[src/rtl/mux8_rr_sequencer_pkg.sv]
// Shared definitions for the 8-way round-robin mux sequencer: sizes,
// FSM state encoding and small select helpers.
package mux8_rr_sequencer_pkg;

  localparam int NUM_REQ = 8;
  localparam int SEL_W   = 3;

  // Sequencer phases; encodings are fixed so they read the same on a waveform
  typedef enum logic [1:0] {
    ST_IDLE   = 2'd0,
    ST_SETTLE = 2'd1,
    ST_GRANT  = 2'd2,
    ST_GAP    = 2'd3
  } seqState_t;

  // One-hot grant vector for a given select value
  function automatic logic [NUM_REQ-1:0] selToOnehot(input logic [SEL_W-1:0] sel);
    logic [NUM_REQ-1:0] vec;
    vec      = '0;
    vec[sel] = 1'b1;
    return vec;
  endfunction

  // Next round-robin start position; the 3-bit add wraps 7 -> 0 by itself
  function automatic logic [SEL_W-1:0] nextSel(input logic [SEL_W-1:0] sel);
    return sel + SEL_W'(1);
  endfunction

endpackage

[src/rtl/mux8_rr_sequencer_rr_find8.sv]
// Combinational round-robin finder: returns the first set request bit
// scanning ptr, ptr+1, ... with wrap-around modulo 8.
module rr_find8
  import mux8_rr_sequencer_pkg::*;
(
  input  logic [NUM_REQ-1:0] req,
  input  logic [SEL_W-1:0]   ptr,
  output logic               any,
  output logic [SEL_W-1:0]   idx
);

  logic [NUM_REQ-1:0] w_rotated;
  logic [SEL_W-1:0]   w_offset;

  // Rotate the request vector so ptr lands on bit 0, then take the lowest set bit
  always_comb begin
    w_rotated = '0;
    w_offset  = '0;
    for (int i = 0; i < NUM_REQ; i++) begin
      w_rotated[i] = req[ptr + SEL_W'(i)];
    end
    for (int i = NUM_REQ - 1; i >= 0; i--) begin
      if (w_rotated[i]) begin
        w_offset = SEL_W'(i);
      end
    end
  end

  assign any = |req;
  assign idx = ptr + w_offset;

endmodule

[src/rtl/mux8_rr_sequencer.sv]
// Round-robin sequencer sharing one 8:1 TTL mux between 8 requesters.
// Picks a winner, drives the select, lets the mux settle, grants the winner
// and captures the mux Y output. A disabled GAP cycle always separates grants.
module mux8_rr_sequencer
  import mux8_rr_sequencer_pkg::*;
#(
  parameter int SETTLE_CYCLES = 2,
  parameter int MAX_HOLD      = 16
) (
  input  logic               clk,
  input  logic               reset_bar,
  input  logic [NUM_REQ-1:0] req,
  input  logic               mux_y,
  output logic [SEL_W-1:0]   mux_s,
  output logic               mux_oe_bar,
  output logic [NUM_REQ-1:0] grant,
  output logic               y_q,
  output logic               busy,
  output logic               timeout
);

  // A zero settle time still needs a one-bit counter to keep the netlist legal
  localparam int HOLD_W = $clog2(MAX_HOLD + 1);
  localparam int SET_W  = (SETTLE_CYCLES > 0) ? $clog2(SETTLE_CYCLES + 1) : 1;

  seqState_t          r_state;
  logic [SEL_W-1:0]   r_muxS;
  logic               r_oeBar;
  logic [NUM_REQ-1:0] r_grant;
  logic               r_yQ;
  logic               r_busy;
  logic               r_timeout;
  logic [SEL_W-1:0]   r_ptr;
  logic [SET_W-1:0]   r_settleCnt;
  logic [HOLD_W-1:0]  r_holdCnt;

  seqState_t          w_stateNext;
  logic [SEL_W-1:0]   w_muxSNext;
  logic               w_oeBarNext;
  logic [NUM_REQ-1:0] w_grantNext;
  logic               w_yQNext;
  logic               w_busyNext;
  logic               w_timeoutNext;
  logic [SEL_W-1:0]   w_ptrNext;
  logic [SET_W-1:0]   w_settleCntNext;
  logic [HOLD_W-1:0]  w_holdCntNext;

  logic               w_any;
  logic [SEL_W-1:0]   w_idx;
  logic               w_curReq;
  logic               w_settleDone;
  logic               w_holdDone;

  rr_find8 u_find (
    .req (req),
    .ptr (r_ptr),
    .any (w_any),
    .idx (w_idx)
  );

  assign w_curReq     = req[r_muxS];
  assign w_settleDone = (r_settleCnt == SET_W'(1));
  assign w_holdDone   = (r_holdCnt == HOLD_W'(MAX_HOLD));

  // State and every output register; reset drops the mux enable immediately
  always_ff @(posedge clk or negedge reset_bar) begin
    if (!reset_bar) begin
      r_state     <= ST_IDLE;
      r_muxS      <= '0;
      r_oeBar     <= 1'b1;
      r_grant     <= '0;
      r_yQ        <= 1'b0;
      r_busy      <= 1'b0;
      r_timeout   <= 1'b0;
      r_ptr       <= '0;
      r_settleCnt <= '0;
      r_holdCnt   <= '0;
    end else begin
      r_state     <= w_stateNext;
      r_muxS      <= w_muxSNext;
      r_oeBar     <= w_oeBarNext;
      r_grant     <= w_grantNext;
      r_yQ        <= w_yQNext;
      r_busy      <= w_busyNext;
      r_timeout   <= w_timeoutNext;
      r_ptr       <= w_ptrNext;
      r_settleCnt <= w_settleCntNext;
      r_holdCnt   <= w_holdCntNext;
    end
  end

  // Phase sequencing; a dropped request always wins over counter expiry
  always_comb begin
    w_stateNext = r_state;
    unique case (r_state)
      ST_IDLE: begin
        if (w_any) begin
          w_stateNext = (SETTLE_CYCLES == 0) ? ST_GRANT : ST_SETTLE;
        end
      end
      ST_SETTLE: begin
        if (!w_curReq) begin
          w_stateNext = ST_GAP;
        end else if (w_settleDone) begin
          w_stateNext = ST_GRANT;
        end
      end
      ST_GRANT: begin
        if (!w_curReq || w_holdDone) begin
          w_stateNext = ST_GAP;
        end
      end
      ST_GAP: begin
        w_stateNext = ST_IDLE;
      end
      default: begin
        w_stateNext = ST_IDLE;
      end
    endcase
  end

  // Next values of the registered outputs, pointer and counters for each phase
  always_comb begin
    w_muxSNext      = r_muxS;
    w_oeBarNext     = r_oeBar;
    w_grantNext     = r_grant;
    w_yQNext        = r_yQ;
    w_timeoutNext   = 1'b0;
    w_ptrNext       = r_ptr;
    w_settleCntNext = r_settleCnt;
    w_holdCntNext   = r_holdCnt;
    unique case (r_state)
      ST_IDLE: begin
        if (w_any) begin
          w_muxSNext  = w_idx;
          w_oeBarNext = 1'b0;
          if (SETTLE_CYCLES == 0) begin
            w_grantNext   = selToOnehot(w_idx);
            w_yQNext      = mux_y;
            w_holdCntNext = HOLD_W'(1);
          end else begin
            w_settleCntNext = SET_W'(SETTLE_CYCLES);
          end
        end
      end
      ST_SETTLE: begin
        if (!w_curReq) begin
          w_oeBarNext = 1'b1;
          w_ptrNext   = nextSel(r_muxS);
        end else if (w_settleDone) begin
          w_grantNext   = selToOnehot(r_muxS);
          w_yQNext      = mux_y;
          w_holdCntNext = HOLD_W'(1);
        end else begin
          w_settleCntNext = r_settleCnt - SET_W'(1);
        end
      end
      ST_GRANT: begin
        if (!w_curReq || w_holdDone) begin
          w_grantNext   = '0;
          w_oeBarNext   = 1'b1;
          w_ptrNext     = nextSel(r_muxS);
          w_timeoutNext = w_curReq;
        end else begin
          w_holdCntNext = r_holdCnt + HOLD_W'(1);
        end
      end
      ST_GAP: begin
        w_oeBarNext = 1'b1;
        w_grantNext = '0;
      end
      default: begin
        w_oeBarNext = 1'b1;
        w_grantNext = '0;
      end
    endcase
  end

  // Busy follows the phase being entered so it stays a clean registered output
  always_comb begin
    w_busyNext = (w_stateNext != ST_IDLE);
  end

  assign mux_s      = r_muxS;
  assign mux_oe_bar = r_oeBar;
  assign grant      = r_grant;
  assign y_q        = r_yQ;
  assign busy       = r_busy;
  assign timeout    = r_timeout;

endmodule

[config.mk]
export PLATFORM = sky130hd
export DESIGN_NAME = mux8_rr_sequencer
export DESIGN_NICKNAME = d
export VERILOG_FILES = /design/src/rtl/mux8_rr_sequencer_pkg.sv /design/src/rtl/mux8_rr_sequencer_rr_find8.sv /design/src/rtl/mux8_rr_sequencer.sv
export SDC_FILE = /design/constraint.sdc
export NUM_CORES = 1
export LEC_CHECK = 0
export ABC_AREA = 1
export CAP_MARGIN = 0
export CORE_MARGIN = 3
export CORE_UTILIZATION = 53
export DETAILED_ROUTE_END_ITERATION = 12
export PLACE_DENSITY_LB_ADDON = 0.12
export SYNTH_ARGS = -nofsm -noshare
export SYNTH_HDL_FRONTEND = slang
export SYNTH_SLANG_ARGS = --single-unit
[constraint.sdc]
create_clock -name clk -period 3.2 [get_ports clk]
set_input_delay 0.96 -clock clk [delete_from_list [all_inputs] [get_ports clk]]
set_output_delay 0.96 -clock clk [all_outputs]
set_load 0.02 [all_outputs]
## Word-level counts from Yosys, hierarchy flattened

Index checks and enable logic that the tools add are counted.

- Reductions and logical operators: 16
- Multiplexer cells: 54
- Magnitude comparators: 10
- Add/subtract/negate cells: 11
- Equality and inequality tests: 12

Operators with widths:

| kind | count |
|---|---|
| less-than comparator 3 x 4 -> 1 bit (second input constant) | 9 |
| two-way mux 3 bit | 10 |
| binary-select mux 1 bit (select 3 bit) | 9 |
| two-way mux 8 bit | 3 |
| case mux 8 bit (3 select lines) | 1 |
| two-way mux 1 bit | 15 |
| two-way mux 5 bit | 3 |
| two-way mux 2 bit | 7 |
| adder 3 bit (second input constant) | 4 |
| inequality test 2 bit (second input constant) | 6 |
| AND reduction 4 bit | 3 |
| case mux 5 bit (2 select lines) | 1 |
| AND reduction 3 bit | 3 |
| case mux 2 bit (4 select lines) | 1 |
| OR reduction 8 bit | 1 |
| adder 3 x 1 -> 3 bit (second input constant) | 2 |
| adder 3 x 2 -> 3 bit (second input constant) | 2 |
| case mux 3 bit (2 select lines) | 1 |
| nonzero test 2 bit | 3 |
| adder 5 x 1 -> 5 bit (second input constant) | 1 |
| == test 5 bit (second input constant) | 1 |
| == test 2 x 1 -> 1 bit (second input constant) | 2 |
| == test 2 bit (second input constant) | 2 |
| case mux 1 bit (4 select lines) | 1 |
| 12 further kinds | 12 |

- Flip-flop bits (word level): 27
- Logic and storage cells: 113

## Depth between registers and ports, before layout

- Word-level depth: 12
- Mapped depth: 23
- Depth with buffers taken out: 22

## Cells and area by module

Synthesis repeated with hierarchy kept, for this count alone.

- Cell total of the unflattened synthesis: 295
- Area, all modules: 2118.3 sq um

By module, submodules not included:

| module | cells each | instances | area an instance (sq um) |
|---|---|---|---|
| mux8_rr_sequencer | 188 | 1 | 1547.7 |
| rr_find8 | 107 | 1 | 570.5 |

## Worst setup path after synthesis

No wires, ideal clock.

- Kind: register to register
- From: register r_ptr[0]
- To: register r_muxS[2], in the netlist mux_s[2]
- Setup slack: 0.522 ns
- Arrival time: 2.561 ns
- Setup time: 0.117 ns
- Cell stages (with the launch flop): 22
- Required time: 3.083 ns
- Clock period less this slack: 2.678 ns
- Cells stage by stage: dfrtp_1 buf_2 inv_2 ha_1 inv_1 nand3_1 nand3_1 nand2_1 inv_1 nand2_1 nand2_1 nand2_1 nand2_1 a21oi_1 ha_1 inv_1 fa_1 xor2_1 inv_1 nand3_1 nand3_1 nand2_1

- Cells in the longest elaborated chain, start to end: 12
- Elaborated cells on any way between the ends: 32
- Classes of those cells: add/sub (8); mux (24)

RTL lines:

| what | line | source |
|---|---|---|
| from (decl) | mux8_rr_sequencer.sv:33 | `logic [SEL_W-1:0] r_ptr;` |
| from (signal assigned) | mux8_rr_sequencer.sv:86 | `r_ptr <= w_ptrNext;` |
| adder 3 bit | mux8_rr_sequencer_rr_find8.sv:20 | `w_rotated[i] = req[ptr + SEL_W'(i)];` |
| binary-select mux 1 bit (select 3 bit) | mux8_rr_sequencer_rr_find8.sv:20 |  |
| two-way mux 1 bit (implied by the code) | mux8_rr_sequencer_rr_find8.sv:20 |  |
| two-way mux 3 bit (8 in series) | mux8_rr_sequencer_rr_find8.sv:23 | `if (w_rotated[i]) begin` |
| adder 3 bit * | mux8_rr_sequencer_rr_find8.sv:30 | `assign idx = ptr + w_offset;` |
| to (signal assigned) | mux8_rr_sequencer.sv:80 | `r_muxS <= w_muxSNext;` |
| to (decl) | mux8_rr_sequencer.sv:27 | `logic [SEL_W-1:0] r_muxS;` |

Mark *: on every way between the ends. The rest lies on a longest branch, timed or not. The select of a mux whose other input is x is not followed.
A chain may end at the register's enable or synchronous reset.

## Worst setup path after layout

- From: register r_ptr[1]
- To: register r_muxS[2], in the netlist mux_s[2]

The elaborated chain is that of the path after synthesis.

==> results by group <==
Run status
  • Run status: finished clean

Route
  • WL/cell: 11.9 um
  • Routed vias/inst: 5.31
  • First-pass iteration count of the detailed router: 6
  • DRT antenna net count: 0
  • Violation count after the first detailed-routing iteration: 167
  • DR DRC count: 0
  • WL final: 4.58 mm
  • Vias post-DR: 2,038

Clock tree
  • Clock Path Buffers: 2
  • Post-CTS Hold Buffers: 0
  • CTS H-tree depth: 1
  • Root buffer cell: clkbuf_8
  • TritonCTS Buffers: 3
  • CTS tree: done
  • Clock Latency Late Sink: 0.28 ns
  • Worst-path clk slew: 0.10 ns
  • Num Clock Sinks: 27

Logic synthesis
  • Cell type with the largest total area after synthesis: dfrtp_1
  • Post-synthesis sequential area ratio: 0.341
  • Post-Syn Instances: 295
  • Top cells by area, synth: dfrtp_1 (33%), nand2_1 (20%), nand3_1 (12%)
  • Most frequent cell after synthesis: nand2_1
  • Synth top area share: 0.327
  • Synth Cell Area: 1990 um^2
  • Post-synth ARST share: 1.00
  • Post-synthesis cell type count: 31
  • Mean Syn Cell Area: 6.74 um^2
  • Post-synth EDFFs: 0
  • Syn Nets: 314
  • Top FF cell, synth: dfrtp_1
  • Yosys reg bits: 27
  • Synthesis Warnings: 0
  • Commonest cells post-synth: nand2_1 (107), nand3_1 (46), inv_1 (28), nor2_1 (28), dfrtp_1 (26)

Hold path
  • Hold Crit Start: grant[6]
  • Hold crit path type: reg2reg

Timing
  • Crit share post-route: 0.900
  • Crit path time final: 2.88 ns
  • Slew HR: 0.622
  • Hold violation count in the final report: 0
  • RSZ-0062 raised after global routing: false
  • Clock Skews: 0.00960 ns
  • Max Fclk: 347 MHz
  • Slew Viols, Final: 0
  • Worst slew pin tran: 0.565 ns
  • Setup violations, final: 0

Worst setup path
  • Crit path launch: r_ptr[1]
  • Worst setup EP type: flop
  • Largest fanout on the critical path: 7
  • CP max stage cell: dfrtp_1
  • Worst path bufs/invs: 4
  • Startpoint Class: flop
  • Worst Path Required: 3.38 ns
  • CP arrival: 3.06 ns
  • CP Class: reg2reg
  • Crit path cell chain: inv_1, ha_1, inv_1, nand3_1, nand3_1, nand2_1, nand2_1, nand2_1, nand2_1, nand2_1, nand2_1, a21oi_2, ha_1, inv_1, fa_1, xor2_1, inv_1, nand3_1, nand3_1, nand2_1
  • Worst r2r src: r_ptr[1]
  • Crit path top cell by count: nand2_1
  • CP delay by family, top: adder cells
  • Slowest stage delay, CP: 0.48 ns

Global routing
  • GRT Total Usage: 0.221
  • Initial antenna violation count: 0
  • Vias in the first global route: 1,741
  • Remaining Overflow, GRT: 0
  • Pin count of the biggest net entering global routing: 18
  • First-pass GRT wire length: 7.82 mm

Layout
  • Multi-input logic area: 1180 um^2
  • Layout cell share with drive strength beyond 1: 0.139
  • Area grow syn2layout: 25.6%
  • Layout Nets: 358
  • Fin area: 2490 um^2
  • Fin cells: 384
  • Layout fillers: 296
  • Util after Layout: 0.719
  • Antenna cell count: 0
  • Register area: 677 um^2

Placed design
  • Gp weighted congestion: 0.870
  • Post-DP HPWL: 3.63 mm
  • IO Port Bufs: 25
  • Dpl cell area: 2400 um^2
  • Inst Count DP: 380

Power
  • Maximum VDD drop: 708 uV
  • Cell area power density: 1090 nW/um^2
  • Leak Pwr: 0.00138 uW

Floorplanning
  • Die height: 67.2 um
  • Placeable Area: 3470 um^2
  • Die width: 67.2 um
  • Top-level I/O count: 26
  • Die ar.: 4520 um^2
  • Initial core utilization: 0.573
  • # rows: 21

Flow run
  • MaxCap Viol Count: 0
[what timing repair did]
| action | in CTS | in global routing |
|---|---|---|
| setup endpoints to repair | 0 | 1 |
| buffers inserted | 0 | 0 |
| resized for setup | 0 | 16 |
[through the flow]
| stage | power, uW | TNS (ns) | hold slack (ns) | setup WS (ns) |
|---|---|---|---|---|
| after global placement | 2440 | -0.132 | 0.455 | -0.132 |
| after CTS | 2700 | 0 | 0.481 | 0.0881 |
| final | 2720 | 0 | 0.473 | 0.320 |
| after global routing | 3020 | 0 | 0.498 | 0.0574 |
| after detailed placement | 2480 | -0.199 | 0.458 | -0.199 |
| after floorplan | 1880 | 0 | 0.453 | 0.522 |
[layout by cell type (no fill, tap or decap), drive strengths merged]
cell type	synthesis	final
nand3	49	49
clkbuf	0	3
or2	1	1
fa	1	1
nor4	2	2
buf	4	18
ha	7	7
clkdlybuf4s50	0	17
o21bai	1	1
xor2	7	7
nand2	110	110
nand4	6	6
xnor2	1	1
dfstp	1	1
inv	33	34
a21oi	1	1
o21ai	13	13
nor3	1	1
o211ai	1	1
dlymetal6s2s	0	8
dfrtp	26	26
nor2	30	30
[registers in the layout, summed over array words and instances (netlist names)]
| signal | count |
|---|---|
| mux_s | 3 |
| grant | 8 |
| r_state | 2 |
| y_q | 1 |
| r_settleCnt | 2 |
| timeout | 1 |
| busy | 1 |
| r_holdCnt | 5 |
| mux_oe_bar | 1 |
| r_ptr | 3 |
[final cells by class]
| class | count | share of cell area |
|---|---|---|
| multi-input combinational | 231 | 0.473 |
| sequential | 27 | 0.271 |
| timing repair buffer | 43 | 0.162 |
| inverter | 33 | 0.0496 |
| tap | 46 | 0.0231 |
| clock buffer | 3 | 0.0165 |
| clock inverter | 1 | 0.00351 |
[path summary, 6_finish.rpt]
kind	endpoint	slack (ns)	depth (start not counted)
worst max-delay path	mux_s[2]	0.32	20
worst min-delay path	grant[6]	0.47	2
worst max register to register	mux_s[2]	0.32	20
worst min register to register	grant[6]	0.47	2
max in group asynchronous	grant[0]	1.55	2
min in group asynchronous	r_holdCnt[4]	1.04	1
[logic make-up after synthesis]
group,share of synthesized area
AOI/OAI and AO/OA,0.0447
xor gates and xnor gates,0.0353
adders and majority gates,0.0542
buffers and inverters,0.0768
DFF,0.341
and+or+nand+nor,0.448
[worst reg2reg max path: cells and delay by family, from the launching register on]
family / cells / cell delay [ns]
simple gates: 11 / 0.77
fa+ha+maj: 3 / 0.93
flops: 1 / 0.48
compound gates: 1 / 0.12
buf+inv: 4 / 0.32
xor+xnor: 1 / 0.16
[per-layer routing]
layer	track usage	share of wire
met4	0.0354	0.0059
met3	0.0333	0.071
met5	0	0
met2	0.339	0.43
met1	0.335	0.49
[where the power goes]
group,internal (uW),switching [uW]
Sequential,476,142
Combinational,750,1150
Clock,91.4,109
Power figures use the tool's default switching activity.
